### src/rtl/traffic_light_ctrl_if.sv
// Handshake between the intersection controller and its phase Timer:
// the controller loads a duration, the Timer reports when it has elapsed.
interface traffic_light_ctrl_if;
  logic       startTimer;
  logic [3:0] parm_Value;
  logic       expired;

  modport master (
    output startTimer,
    output parm_Value,
    input  expired
  );

  modport slave (
    input  startTimer,
    input  parm_Value,
    output expired
  );
endinterface

### src/rtl/traffic_light_ctrl.sv
// Main/side intersection controller FSM sitting directly upstream of a phase Timer.
// Optional pedestrian walk phase is compiled in when WALK_REQ_EN is defined.
module traffic_light_ctrl #(
  parameter logic [3:0] T_MAIN = 4'd8,
  parameter logic [3:0] T_SIDE = 4'd6,
  parameter logic [3:0] T_EXT  = 4'd3,
  parameter logic [3:0] T_YEL  = 4'd2,
  parameter logic [3:0] T_RED  = 4'd1,
  parameter logic [3:0] T_WALK = 4'd5
) (
  input  logic                        clk,
  input  logic                        reset,
  input  logic                        sensor,
  input  logic                        walk_req,
  traffic_light_ctrl_if.master        tmr,
  output logic [2:0]                  main_light,
  output logic [2:0]                  side_light,
  output logic                        walk
);

  localparam logic [2:0] LAMP_R = 3'b100;
  localparam logic [2:0] LAMP_Y = 3'b010;
  localparam logic [2:0] LAMP_G = 3'b001;

  typedef enum logic [2:0] {
    INIT        = 3'd0,
    MAIN_G      = 3'd1,
    MAIN_Y      = 3'd2,
    RED_TO_SIDE = 3'd3,
    SIDE_G      = 3'd4,
    SIDE_Y      = 3'd5,
    RED_TO_MAIN = 3'd6,
    WALK        = 3'd7
  } state_t;

  state_t     state_q, state_d;
  logic       start_q, start_d;
  logic [3:0] parm_q, parm_d;
  logic [2:0] main_q, main_d;
  logic [2:0] side_q, side_d;
  logic       walk_q, walk_d;
  logic       car_wait_q, car_wait_d;
  logic       ext_used_q, ext_used_d;
  logic       walk_pend_q, walk_pend_d;
  logic       exp_ok;
  logic       enter_side;
  logic       enter_walk;

  // An expiry seen while a load is in flight belongs to the previous phase
  assign exp_ok = tmr.expired && !start_q && (state_q != INIT);

  always_comb begin
    state_d    = state_q;
    start_d    = 1'b0;
    parm_d     = parm_q;
    ext_used_d = ext_used_q;

    case (state_q)
      INIT: begin
        state_d = MAIN_G;
        start_d = 1'b1;
        parm_d  = T_MAIN;
      end
      MAIN_G: begin
        if (exp_ok) begin
          start_d = 1'b1;
          if (car_wait_q || walk_pend_q) begin
            state_d = MAIN_Y;
            parm_d  = T_YEL;
          end else begin
            parm_d  = T_MAIN;
          end
        end
      end
      MAIN_Y: begin
        if (exp_ok) begin
          state_d = RED_TO_SIDE;
          start_d = 1'b1;
          parm_d  = T_RED;
        end
      end
      RED_TO_SIDE: begin
        if (exp_ok) begin
          start_d = 1'b1;
          if (walk_pend_q) begin
            state_d = WALK;
            parm_d  = T_WALK;
          end else begin
            state_d = SIDE_G;
            parm_d  = T_SIDE;
          end
        end
      end
      SIDE_G: begin
        if (exp_ok) begin
          start_d = 1'b1;
          if (sensor && !ext_used_q) begin
            parm_d     = T_EXT;
            ext_used_d = 1'b1;
          end else begin
            state_d = SIDE_Y;
            parm_d  = T_YEL;
          end
        end
      end
      SIDE_Y: begin
        if (exp_ok) begin
          state_d = RED_TO_MAIN;
          start_d = 1'b1;
          parm_d  = T_RED;
        end
      end
      RED_TO_MAIN: begin
        if (exp_ok) begin
          state_d = MAIN_G;
          start_d = 1'b1;
          parm_d  = T_MAIN;
        end
      end
      WALK: begin
        if (exp_ok) begin
          start_d = 1'b1;
          if (car_wait_q) begin
            state_d = SIDE_G;
            parm_d  = T_SIDE;
          end else begin
            state_d = RED_TO_MAIN;
            parm_d  = T_RED;
          end
        end
      end
      default: begin
        state_d = INIT;
        parm_d  = 4'd0;
      end
    endcase

    enter_side = (state_d == SIDE_G) && (state_q != SIDE_G);
    enter_walk = (state_d == WALK) && (state_q != WALK);

    if (enter_side) begin
      ext_used_d = 1'b0;
    end

    // Clearing takes priority over a coincident sensor or button sample
    car_wait_d = enter_side ? 1'b0 : (car_wait_q | sensor);
`ifdef WALK_REQ_EN
    walk_pend_d = enter_walk ? 1'b0 : (walk_pend_q | walk_req);
`else
    walk_pend_d = 1'b0;
`endif

    main_d = LAMP_R;
    side_d = LAMP_R;
    walk_d = 1'b0;
    case (state_d)
      MAIN_G:  main_d = LAMP_G;
      MAIN_Y:  main_d = LAMP_Y;
      SIDE_G:  side_d = LAMP_G;
      SIDE_Y:  side_d = LAMP_Y;
      WALK:    walk_d = 1'b1;
      default: begin
        main_d = LAMP_R;
        side_d = LAMP_R;
      end
    endcase
  end

  always_ff @(posedge clk or negedge reset) begin
    if (!reset) begin
      state_q    <= INIT;
      start_q    <= 1'b0;
      parm_q     <= 4'd0;
      main_q     <= LAMP_R;
      side_q     <= LAMP_R;
      walk_q     <= 1'b0;
      car_wait_q <= 1'b0;
      ext_used_q <= 1'b0;
    end else begin
      state_q    <= state_d;
      start_q    <= start_d;
      parm_q     <= parm_d;
      main_q     <= main_d;
      side_q     <= side_d;
      walk_q     <= walk_d;
      car_wait_q <= car_wait_d;
      ext_used_q <= ext_used_d;
    end
  end

`ifdef WALK_REQ_EN
  always_ff @(posedge clk or negedge reset) begin
    if (!reset) begin
      walk_pend_q <= 1'b0;
    end else begin
      walk_pend_q <= walk_pend_d;
    end
  end
`else
  // Without the walk feature the latch is a constant and the button is dropped
  logic unused_walk_inputs;
  assign walk_pend_q        = 1'b0;
  assign unused_walk_inputs = walk_req ^ (|T_WALK) ^ walk_pend_d ^ enter_walk;
`endif

  assign tmr.startTimer = start_q;
  assign tmr.parm_Value = parm_q;
  assign main_light     = main_q;
  assign side_light     = side_q;
  assign walk           = walk_q;

endmodule

### src/flat_wrapper.sv
// flat-port wrapper written by rule: the top's interface ports become plain ports
module traffic_light_ctrl_flat 
#(
  parameter logic [3:0] T_MAIN = 4'd8,
  parameter logic [3:0] T_SIDE = 4'd6,
  parameter logic [3:0] T_EXT  = 4'd3,
  parameter logic [3:0] T_YEL  = 4'd2,
  parameter logic [3:0] T_RED  = 4'd1,
  parameter logic [3:0] T_WALK = 4'd5
)
  (clk, reset, sensor, walk_req, main_light, side_light, walk, tmr_startTimer, tmr_parm_Value, tmr_expired);
  traffic_light_ctrl_if tmr_i ();
  input  logic clk;
  input  logic reset;
  input  logic sensor;
  input  logic walk_req;
  output logic [2:0] main_light;
  output logic [2:0] side_light;
  output logic walk;
  output wire logic [$bits(tmr_i.startTimer)-1:0] tmr_startTimer;
  output wire logic [$bits(tmr_i.parm_Value)-1:0] tmr_parm_Value;
  input wire logic [$bits(tmr_i.expired)-1:0] tmr_expired;
  assign tmr_startTimer = tmr_i.startTimer;
  assign tmr_parm_Value = tmr_i.parm_Value;
  assign tmr_i.expired = tmr_expired;
  traffic_light_ctrl #(.T_MAIN(T_MAIN), .T_SIDE(T_SIDE), .T_EXT(T_EXT), .T_YEL(T_YEL), .T_RED(T_RED), .T_WALK(T_WALK)) u_core (.clk(clk), .reset(reset), .sensor(sensor), .walk_req(walk_req), .tmr(tmr_i), .main_light(main_light), .side_light(side_light), .walk(walk));
endmodule
### config.mk
export PLATFORM = sky130hd
export DESIGN_NAME = traffic_light_ctrl_flat
export DESIGN_NICKNAME = d
export VERILOG_FILES = /design/src/rtl/traffic_light_ctrl_if.sv /design/src/rtl/traffic_light_ctrl.sv /design/src/flat_wrapper.sv
export SDC_FILE = /design/constraint.sdc
export NUM_CORES = 1
export LEC_CHECK = 0
export CAP_MARGIN = 30
export CORE_MARGIN = 3
export CORE_UTILIZATION = 46
export CTS_BUF_LIST = sky130_fd_sc_hd__clkbuf_4 sky130_fd_sc_hd__clkbuf_8
export CTS_CLUSTER_SIZE = 40
export DETAILED_ROUTE_END_ITERATION = 8
export PLACE_DENSITY_LB_ADDON = 0.08
export SYNTH_ARGS = -nofsm -noshare
export SYNTH_HDL_FRONTEND = slang
export SYNTH_SLANG_ARGS = --single-unit
export TNS_END_PERCENT = 5
### constraint.sdc
create_clock -name clk -period 1.1 [get_ports clk]
set_input_delay 0.22 -clock clk [delete_from_list [all_inputs] [get_ports clk]]
set_output_delay 0.22 -clock clk [all_outputs]
set_load 0.01 [all_outputs]
==> metrics.md, run 1 <==
| Metric | Value |
|---|---|
| Status | `finished, violations left` |
| Failing checks | `negative setup slack` |
| Clock root cell | `clkbuf_4` |
| Count leader, synth | `dfrtp_1` |
| Mapped Cells | `82` |
| Async S/R FF share, synth | `100%` |
| Die H | `48.2 um` |
| Final setup margin | `-0.160 ns` |
| Stages on the worst setup path | `4` |
| Post-synth top cells | `dfrtp_1, nor2_1, a21oi_1, nand2_1` |
| FF+latch count, synth | `17` |
| Final GP Congestion | `0.805` |
| Worst path required time | `1.33 ns` |
| Ranking of synthesized cells by area | `dfrtp_1, dfstp_2, buf_6` |
| Top-area cell type share of the netlist area | `45.7%` |
| Global-route wire length before repair | `2730 um` |
| Setup crit start kind | `flop` |
| Main synth FF type | `dfrtp_1` |
| WP data arrival | `1.49 ns` |
| CP cell instances | `and2b_4 > nand2_2 > or3_1 > a21oi_2` |
| Max frequency | `0.794 GHz` |
| Sw Pwr | `0.00135 W` |
| Via/cell ratio | `5.10` |
| Congestion Overflow GR | `0` |
| Critical-path top delay cell | `dfrtp_1` |
| Crit-path max FO | `8` |
| DR WL/cell | `13.2 um` |
| Slew @ Worst Pin | `0.304 ns` |
| Hpwl dp | `1190 um` |
| HP Class | `primary input to async pin` |
| DRT Wirelength | `1780 um` |
| DRC Markers | `0` |
| Nature of the critical path endpoint | `flop` |
| Syn_nets | `87` |
| IO Port Bufs | `15` |
| Cell Area, Placed | `1080 um2` |
| Comb pwr share | `55.3%` |
| Seq/Total Area, Yosys | `52.1%` |
| Max VDD drop | `1.58 mV` |
| Sequential fraction of design power | `34.8%` |
| Cell accounting for the most synthesized area | `dfrtp_1` |
| EDFF count, synth | `0` |
| Setup CP Type | `flop to flop` |
| Clock Latency Late Sink | `0.29 ns` |
| Pint | `0.00201 W` |
| Hold Violations, Final | `0` |
| Lkg Pwr | `0.512 nW` |
| CTS Buf Count | `3` |
| DIE AREA | `2330 um2` |
| Top Ports | `17` |
| Core ar. | `1590 um2` |
| Max-slew headroom | `79.7%` |
| Worst r2r path cells | `4` |
| Non-filler cells, final | `135` |
| ANT cells | `0` |
| Clk network pwr share | `9.9%` |
| Crit-path max cell delay | `0.39 ns` |
| Post-Syn Area | `821 um2` |
| Slew Viols, Final | `0` |
| CTS HTree Levels | `1` |
| Fin Clk Skew | `0.00109 ns` |
| Area grow syn2layout | `32.2%` |
| Final setup fails | `15` |
| Net Sw Frac | `40.1%` |
| Vias post-DR | `688` |
| Post-CTS setup buffer count | `0` |
| Placed cell count | `131` |
| PD cells | `3090 nW/um2` |
| CP Buf/Inv Count | `0` |
| Global-route usage over all layers | `17.4%` |
| Sink Count | `17` |
| Antenna violations before repair | `0` |
| Crit path time final | `1.26 ns` |
| Nets | `117` |
| Synth warn | `0` |
| Number of global-route vias before repair | `605` |
| CTS clk-pin slew, worst paths | `0.09 ns` |
| CTS tree | `done` |
| DRT Pass-1 Iters | `4` |
| RSZ-0062 raised after global routing | `yes` |
| Max Buffers Root-to-Sink | `2` |
| Max Cap Viol | `0` |
| DIE WIDTH | `48.2 um` |
| Drt initial violations | `21` |
| Share of post-route cells with drive strength above 1 | `41.4%` |
| Post-route ant nets | `0` |
| Final instance area | `1080 um2` |
| Starting Density | `51.5%` |
| Largest net degree at the start of global routing | `18` |
| FP Rows | `14` |
| Mean Syn Cell Area | `10.0 um2` |
| Synth cell types | `32` |
| Top cell family by delay on the critical path | `simple AND/OR/NAND/NOR gates` |
| Final worst path period share | `115%` |
| Dpl ws | `-0.386 ns` |
==> per-stage QoR <==
| step | utilization (%) | power (W) | hold slack (ns) | setup TNS [ns] |
|---|---|---|---|---|
| final | 68.1 | 0.00336 | 0.255 | -1.13 |
| after global placement | 67.7 | 0.00305 | 0.501 | -4.82 |
| after detailed placement | 67.7 | 0.00306 | 0.504 | -4.84 |
| after floorplan | - | 0.00226 | -0.0756 | -0.574 |
| after CTS | 67.8 | 0.00332 | 0.255 | -1.19 |
| after global routing | 68.1 | 0.00364 | 0.245 | -2.24 |
==> placed cells by master, fill, tap and decap left out, types with 2 or more instances in the layout <==
master / n
nor2_1: 8
dfstp_2: 2
dfrtp_2: 2
o21ai_0: 3
buf_4: 16
o21ai_1: 3
a21oi_1: 6
buf_2: 9
clkbuf_4: 3
a21oi_2: 2
a211oi_1: 2
nor3_1: 3
nand2b_1: 3
a21o_1: 2
clkdlybuf4s50_1: 3
dfrtp_1: 13
buf_6: 2
nand2_1: 7
==> what timing repair did <==
item	in CTS	in global routing
resized for setup	52	4
endpoints found under the hold margin	0	0
pin swaps	0	1
hold buffers	0	0
gates cloned	0	0
endpoints found under the setup margin	26	19
==> worst reg2reg max path, cell delays in order (launching register included) <==
cell	delay, ns
dfrtp_1	0.39
and2b_4	0.30
nand2_2	0.07
or3_1	0.33
a21oi_2	0.11
==> sequential cells by signal, indices dropped and copies added (netlist names) <==
register               cells
u_core.walk                1
u_core.side_light          3
u_core.state_q             3
u_core.tmr.parm_Value      4
u_core.main_light          3
u_core.ext_used_q          1
u_core.car_wait_q          1
u_core.tmr.startTimer      1
==> power by group through the flow <==
stage / clock, W / combinational [W] / sequential (W)
3_5_place_dp: 0 / 0.00189 / 0.00117
5_1_grt: 0.000372 / 0.00205 / 0.00121
2_1_floorplan: 0 / 0.00109 / 0.00117
4_1_cts: 0.000343 / 0.00181 / 0.00117
3_3_place_gp: 0 / 0.00188 / 0.00117
6_report: 0.000332 / 0.00186 / 0.00117
==> layout make-up <==
cell class,instances,area (um2)
Tap cell,24,30.0
Fill cell,124,509
Inverter,2,7.51
Timing Repair Buffer,32,246
Sequential cell,17,430
Clock buffer,3,22.5
Clock inverter,1,5.00
Multi-Input combinational cell,56,343
==> worst paths after layout <==
| path | startpoint | endpoint | slack, ns |
|---|---|---|---|
| min in group clk | u_core.tmr.parm_Value[3]$_DFFE_PN0P_ | u_core.tmr.parm_Value[3]$_DFFE_PN0P_ | 0.53 |
| max in group asynchronous | reset | u_core.main_light[2]$_DFF_PN1_ | 0.64 |
| hold reg to reg | u_core.tmr.parm_Value[3]$_DFFE_PN0P_ | u_core.tmr.parm_Value[3]$_DFFE_PN0P_ | 0.53 |
| setup reg to reg | u_core.tmr.startTimer$_DFF_PN0_ | u_core.main_light[1]$_DFF_PN0_ | -0.16 |
| hold / removal | reset | u_core.walk$_DFF_PN0_ | 0.26 |
| setup / recovery | u_core.tmr.startTimer$_DFF_PN0_ | u_core.main_light[1]$_DFF_PN0_ | -0.16 |
==> logic make-up (layout without fill, tap and decap cells) <==
logic type / count (synthesis) / after routing / share of synthesized area [%]
simple gates: 29 / 29 / 17.1
flops: 17 / 17 / 52.1
compound gates: 26 / 26 / 21.0
mux: 1 / 1 / 1.22
buf+inv: 9 / 38 / 8.54
==> metal layers <==
| metal | vias up | GRT usage, % | part of all wire [%] |
|---|---|---|---|
| li1 | 349 | - | - |
| met1 | 311 | 22.4 | 47 |
| met2 | 23 | 25.8 | 46 |
| met3 | 5 | 4.80 | 4.3 |
| met4 | 0 | 10.2 | 2.3 |
| met5 | - | 0 | 0 |
(Power assumes the default switching activity.)
==> run 2, diff against run 1 <==
--- a/config.mk
+++ b/config.mk
@@ -11,7 +11,7 @@
 export CTS_BUF_LIST = sky130_fd_sc_hd__clkbuf_4 sky130_fd_sc_hd__clkbuf_8
 export CTS_CLUSTER_SIZE = 40
 export DETAILED_ROUTE_END_ITERATION = 8
-export PLACE_DENSITY_LB_ADDON = 0.08
+export PLACE_DENSITY = 0.76
 export SYNTH_ARGS = -nofsm -noshare
 export SYNTH_HDL_FRONTEND = slang
 export SYNTH_SLANG_ARGS = --single-unit
==> run 2 against run 1 <==
  * The flow still finishes with violations (negative setup slack)
  * Combinational power about the same
  * Via count stayed put
  * Register-to-register slack gained 0.03 ns
  * Maximum frequency increased by 2.6%
  * Utilization up 0.86 points
  * Die area unchanged
  * Flip-flop and latch count is the same
  * Final cell count increased by 0.74%
  * Critical path depth stayed put
  * Sequential power about the same
  * Clock-buffer cell count rose by 1
  * Sequential share of layout area fell by 0.61 points
  * Critical path type unchanged
  * Critical endpoint unchanged
==> metrics.md, run 2 (synthesis results as in run 1) <==
| Metric | Value |
|---|---|
| CTS HTree Levels | `1 (unchanged)` |
| DRT Wirelength | `1590 um (-11%)` |
| Lkg Pwr | `0.526 nW (+2.7%)` |
| Antenna violations before repair | `0 (unchanged)` |
| Pint | `0.00205 W (+1.7%)` |
| Area grow syn2layout | `33.8%` |
| Die H | `48.2 um (unchanged)` |
| Nature of the critical path endpoint | `flop` |
| Slew @ Worst Pin | `0.306 ns (+0.00262 ns)` |
| Via/cell ratio | `5.06 (-0.74%)` |
| ANT cells | `0 (unchanged)` |
| Dpl ws | `-0.373 ns (+0.0130 ns)` |
| Global-route wire length before repair | `2580 um (-5.3%)` |
| Max Buffers Root-to-Sink | `2 (unchanged)` |
| DRT Pass-1 Iters | `4 (unchanged)` |
| DRC Markers | `0 (unchanged)` |
| Final GP Congestion | `0.869 (+7.8%)` |
| Vias post-DR | `688 (unchanged)` |
| FP Rows | `14 (unchanged)` |
| Crit path time final | `1.23 ns (-0.0322 ns)` |
| Clock root cell | `clkbuf_4` |
| CTS clk-pin slew, worst paths | `0.09 ns (about the same)` |
| DIE WIDTH | `48.2 um (unchanged)` |
| Clk network pwr share | `10.1% (+0.2 points)` |
| Global-route usage over all layers | `16.1% (-1.3 points)` |
| Met2 Resource Use GR | `25.8% (unchanged)` |
| Final setup margin | `-0.128 ns (+0.0322 ns)` |
| Slew Viols, Final | `0 (unchanged)` |
| Sink Count | `17 (unchanged)` |
| Congestion Overflow GR | `0 (unchanged)` |
| Layer with the highest usage | `met2` |
| Max VDD drop | `1.86 mV (+18%)` |
| Final setup fails | `13 (-2)` |
| HP Class | `primary input to async pin` |
| Final instance area | `1100 um2 (+1.3%)` |
| PD cells | `3050 nW/um2 (-1.3%)` |
| GRT met1 Usage | `20.4% (-2.0 points)` |
| Nets | `118 (+0.85%)` |
| CTS tree | `done` |
| Worst path required time | `1.32 ns (about the same)` |
| Final worst path period share | `112% (-2.9 points)` |
| Crit-path max FO | `7 (-1)` |
| RSZ-0062 raised after global routing | `yes` |
| WP data arrival | `1.45 ns (-0.04 ns)` |
| Drt initial violations | `17 (-19%)` |
| Clock Latency Late Sink | `0.28 ns (about the same)` |
| Cell Area, Placed | `1090 um2 (+0.70%)` |
| Max Cap Viol | `0 (unchanged)` |
| Sw Pwr | `0.00131 W (-2.8%)` |
| M3 GR Usage | `5.54% (+0.74 points)` |
| Max-slew headroom | `79.5% (-0.18 points)` |
| Most common cell after layout, fill and taps aside | `buf_4` |
| Max frequency | `0.814 GHz (+2.6%)` |
| IO Port Bufs | `15 (unchanged)` |
| Largest net degree at the start of global routing | `18 (unchanged)` |
| Comb pwr share | `56.0% (+0.7 points)` |
| Most frequent cells in the layout | `buf_4, dfrtp_1, nor2_1, buf_2, a21oi_1` |
| Max reg flops | `4 (unchanged)` |
| Failing checks | `negative setup slack` |
| Hpwl dp | `1170 um (-1.3%)` |
| Setup crit start kind | `flop` |
| DR WL/cell | `11.7 um (-11%)` |
| CTS Buf Count | `3 (unchanged)` |
| Number of global-route vias before repair | `598 (-1.2%)` |
| DIE AREA | `2330 um2 (unchanged)` |
| Fin Clk Skew | `0.00325 ns (+0.00216 ns)` |
| Net Sw Frac | `39.0% (-1.1 points)` |
| Post-route ant nets | `0 (unchanged)` |
| Setup CP Type | `flop to flop` |
| Post-CTS setup buffer count | `0 (unchanged)` |
| Hold Violations, Final | `0 (unchanged)` |
| Core ar. | `1590 um2 (unchanged)` |
| Starting Density | `51.5% (unchanged)` |
| Sequential fraction of design power | `33.9% (-0.9 points)` |
| Share of post-route cells with drive strength above 1 | `41.1% (-0.37 points)` |
| Status | `finished, violations left` |
| Top Ports | `17 (unchanged)` |
-- run 2: worst max-delay path: stages, from the launching register on --
cell and delay (ns):
dfrtp_1 0.39, and2b_4 0.29, nand2_2 0.06, or3_1 0.31, a21oi_2 0.11
-- run 2: final timing paths --
kind	start	endpoint	slack, ns	cells after the start
max reg2reg	u_core.tmr.startTimer$_DFF_PN0_	u_core.main_light[1]$_DFF_PN0_	-0.13	4
max	u_core.tmr.startTimer$_DFF_PN0_	u_core.main_light[1]$_DFF_PN0_	-0.13	4
max in group asynchronous	reset	u_core.side_light[2]$_DFF_PN1_	0.63	2
min	reset	u_core.side_light[1]$_DFF_PN0_	0.26	2
min reg2reg	u_core.tmr.parm_Value[3]$_DFFE_PN0P_	u_core.tmr.parm_Value[3]$_DFFE_PN0P_	0.54	1
min in group clk	u_core.tmr.parm_Value[3]$_DFFE_PN0P_	u_core.tmr.parm_Value[3]$_DFFE_PN0P_	0.54	1
-- run 2: area by class of cell --
class,instances,area [um2]
multi-input combinational,56,345
fill,118,495
inverter,2,10.0
timing repair buffer,33,254
sequential,17,429
clock buffer,4,30.0
tap,24,30.0
-- run 2: what timing repair did --
item                                    CTS  global route
pin swaps                                 1             0
hold buffers                              0             0
resized for setup                        51             4
endpoints found under the setup margin   26            19
-- run 2: through the flow --
stage	power (W)	hold WS, ns	instances	utilization (%)	setup TNS [ns]
4_1_cts	0.00333	0.257	136	68.3	-0.844
3_3_place_gp	0.00304	0.512	132	68.1	-4.56
3_5_place_dp	0.00308	0.517	132	68.1	-4.97
6_report	0.00335	0.260	136	68.9	-0.750
2_1_floorplan	0.00226	-0.0756	82	-	-0.574
5_1_grt	0.00365	0.245	136	68.9	-1.71
-- run 2: power groups by stage --
| stage | clock network (W) | logic [W] | registers, W |
|---|---|---|---|
| after floorplan | 0 | 0.00109 | 0.00117 |
| after global placement | 0 | 0.00191 | 0.00113 |
| after detailed placement | 0 | 0.00195 | 0.00113 |
| after CTS | 0.000357 | 0.00184 | 0.00114 |
| after global routing | 0.000382 | 0.00207 | 0.00119 |
| final | 0.000338 | 0.00188 | 0.00114 |
-- run 2: metal layers --
metal | vias up | routed length (um)
li1 | 349 | -
met1 | 315 | 713
met2 | 22 | 750
met3 | 2 | 110
met4 | 0 | 14
met5 | - | 0
==> run 3, diff against run 2 <==
--- a/config.mk
+++ b/config.mk
@@ -11,7 +11,7 @@
 export CTS_BUF_LIST = sky130_fd_sc_hd__clkbuf_4 sky130_fd_sc_hd__clkbuf_8
 export CTS_CLUSTER_SIZE = 40
 export DETAILED_ROUTE_END_ITERATION = 8
-export PLACE_DENSITY = 0.76
+export PLACE_DENSITY_LB_ADDON = 0.12
 export SYNTH_ARGS = -nofsm -noshare
 export SYNTH_HDL_FRONTEND = slang
 export SYNTH_SLANG_ARGS = --single-unit
==> run 3 against run 2 <==
  * The flow still finishes with violations (negative setup slack)
  * Clock skew up 0.0013 ns
  * Design area down 1.9%
  * Sequential power up 5%
  * Critical path depth unchanged
  * Power down 0.19%
  * Global-route usage up 2.1 points
==> metrics.md, run 3 (synthesis results as in run 1) <==
| Metric | Value |
|---|---|
| WP data arrival | `1.50 ns (+0.05 ns)` |
| Lkg Pwr | `0.513 nW (-2.4%)` |
| Fin Clk Skew | `0.00452 ns (+0.00127 ns)` |
| Top Ports | `17 (unchanged)` |
| Max Cap Viol | `0 (unchanged)` |
| Via/cell ratio | `5.28 (+4.3%)` |
| Max reg flops | `4 (unchanged)` |
| Nature of the critical path endpoint | `flop` |
| Die H | `48.2 um (unchanged)` |
| Nets | `115 (-2.5%)` |
| CTS tree | `done` |
| Worst path required time | `1.34 ns (+0.02 ns)` |
| Slew @ Worst Pin | `0.284 ns (-0.0220 ns)` |
| Max VDD drop | `1.64 mV (-12%)` |
| Status | `finished, violations left` |
| Core ar. | `1590 um2 (unchanged)` |
| Number of global-route vias before repair | `650 (+8.7%)` |
| DRT Wirelength | `1740 um (+9.7%)` |
| HP Class | `primary input to async pin` |
| Most common cell after layout, fill and taps aside | `buf_4` |
| CTS HTree Levels | `1 (unchanged)` |
| Final setup fails | `15 (+2)` |
| Clock root cell | `clkbuf_4` |
| DR WL/cell | `13.1 um (+12%)` |
| Max frequency | `0.792 GHz (-2.7%)` |
| Global-route usage over all layers | `18.2% (+2.1 points)` |
| IO Port Bufs | `15 (unchanged)` |
| Sink Count | `17 (unchanged)` |
| Most frequent cells in the layout | `buf_4, dfrtp_1, buf_2, nor2_1` |
| Setup CP Type | `flop to flop` |
| Largest net degree at the start of global routing | `18 (unchanged)` |
| Slew Viols, Final | `0 (unchanged)` |
| Final GP Congestion | `0.890 (+2.5%)` |
| Post-route ant nets | `0 (unchanged)` |
| Layout Utilization | `67.6% (-1.3 points)` |
| CTS clk-pin slew, worst paths | `0.10 ns (about the same)` |
| Hold Slack | `0.243 ns (-0.0171 ns)` |
| Congestion Overflow GR | `0 (unchanged)` |
| DRT Pass-1 Iters | `4 (unchanged)` |
| Vias post-DR | `702 (+2.0%)` |
| Max-slew headroom | `81.0% (+1.5 points)` |
| Clock Latency Late Sink | `0.30 ns (+0.02 ns)` |
| Non-filler cells, final | `133 (-2.2%)` |
| DIE AREA | `2330 um2 (unchanged)` |
| DIE WIDTH | `48.2 um (unchanged)` |
| Placed cell count | `129 (-2.3%)` |
| Global-route wire length before repair | `2740 um (+6.2%)` |
| Post-CTS setup buffer count | `0 (unchanged)` |
| Final setup margin | `-0.162 ns (-0.0342 ns)` |
| Area grow syn2layout | `31.2%` |
| Hold buffers post-CTS | `0 (unchanged)` |
| Antenna violations before repair | `0 (unchanged)` |
| Setup crit start kind | `flop` |
| FP Rows | `14 (unchanged)` |
| Failing checks | `negative setup slack` |
| Share of post-route cells with drive strength above 1 | `39.4% (-1.6 points)` |
| Max Buffers Root-to-Sink | `2 (unchanged)` |
| CTS Buf Count | `3 (unchanged)` |
| Crit-path max FO | `8 (+1)` |
| Final worst path period share | `115% (+3.1 points)` |
| Starting Density | `51.5% (unchanged)` |
| PD cells | `3110 nW/um2 (+1.8%)` |
| Drt initial violations | `10 (-7)` |
| DRC Markers | `0 (unchanged)` |
| Crit path time final | `1.26 ns (+0.0342 ns)` |
| RSZ-0062 raised after global routing | `yes` |
| Hpwl dp | `1290 um (+9.6%)` |
| ANT cells | `0 (unchanged)` |
| Hold Violations, Final | `0 (unchanged)` |
run 3: timing repair:
item                                    CTS  global route
endpoints found under the setup margin   26            18
gates resized for setup                  52             4
gates cloned                              0             0
pin swaps                                 1             0
run 3: worst paths after layout:
| path | start | end | slack, ns | depth (start not counted) |
|---|---|---|---|---|
| max | u_core.tmr.startTimer$_DFF_PN0_ | u_core.main_light[1]$_DFF_PN0_ | -0.16 | 4 |
| min | reset | u_core.tmr.parm_Value[2]$_DFFE_PN0P_ | 0.24 | 2 |
| max reg2reg | u_core.tmr.startTimer$_DFF_PN0_ | u_core.main_light[1]$_DFF_PN0_ | -0.16 | 4 |
| min reg2reg | u_core.tmr.parm_Value[3]$_DFFE_PN0P_ | u_core.tmr.parm_Value[3]$_DFFE_PN0P_ | 0.53 | 1 |
| max in group asynchronous | reset | u_core.side_light[2]$_DFF_PN1_ | 0.65 | 2 |
| min in group clk | u_core.tmr.parm_Value[3]$_DFFE_PN0P_ | u_core.tmr.parm_Value[3]$_DFFE_PN0P_ | 0.53 | 1 |
run 3: per-stage QoR:
| step | power [W] | setup TNS, ns | worst slack, ns | instance area (um2) |
|---|---|---|---|---|
| detailed placement | 0.00309 | -5.27 | -0.399 | 1080 |
| floorplan | 0.00226 | -0.574 | -0.138 | 821 |
| global placement | 0.00303 | -4.90 | -0.380 | 1080 |
| finish | 0.00335 | -1.10 | -0.162 | 1080 |
| CTS | 0.00332 | -1.22 | -0.172 | 1070 |
| global route | 0.00360 | -2.25 | -0.234 | 1080 |
run 3: layout make-up:
cell class / instances / area (um2)
sequential: 17 / 432
inverter: 2 / 10.0
tap: 24 / 30.0
fill: 130 / 517
clock buffer: 3 / 22.5
timing repair buffer: 30 / 244
clock inverter: 1 / 5.00
multi-input combinational: 56 / 334
run 3: where the power goes:
group	internal [W]	leakage (nW)	switching [W]
combinational	0.000910	0.294	0.000904
clock	0.000136	0.0177	0.000201
sequential	0.000953	0.202	0.000244
total	0.00200	0.513	0.00135
run 3: critical path, cell delays in order, from the launching register on:
cell and delay, ns:
dfrtp_1 0.40, and2b_4 0.30, nand2_2 0.06, or3_1 0.32, a21oi_2 0.11
run 3: metal layers:
layer	GRT usage, %	up-vias	wire length (um)
met4	13.4	0	59
met2	30.5	19	872
met5	0	-	0
met1	19.7	336	711
li1	-	340	-
met3	4.43	7	99
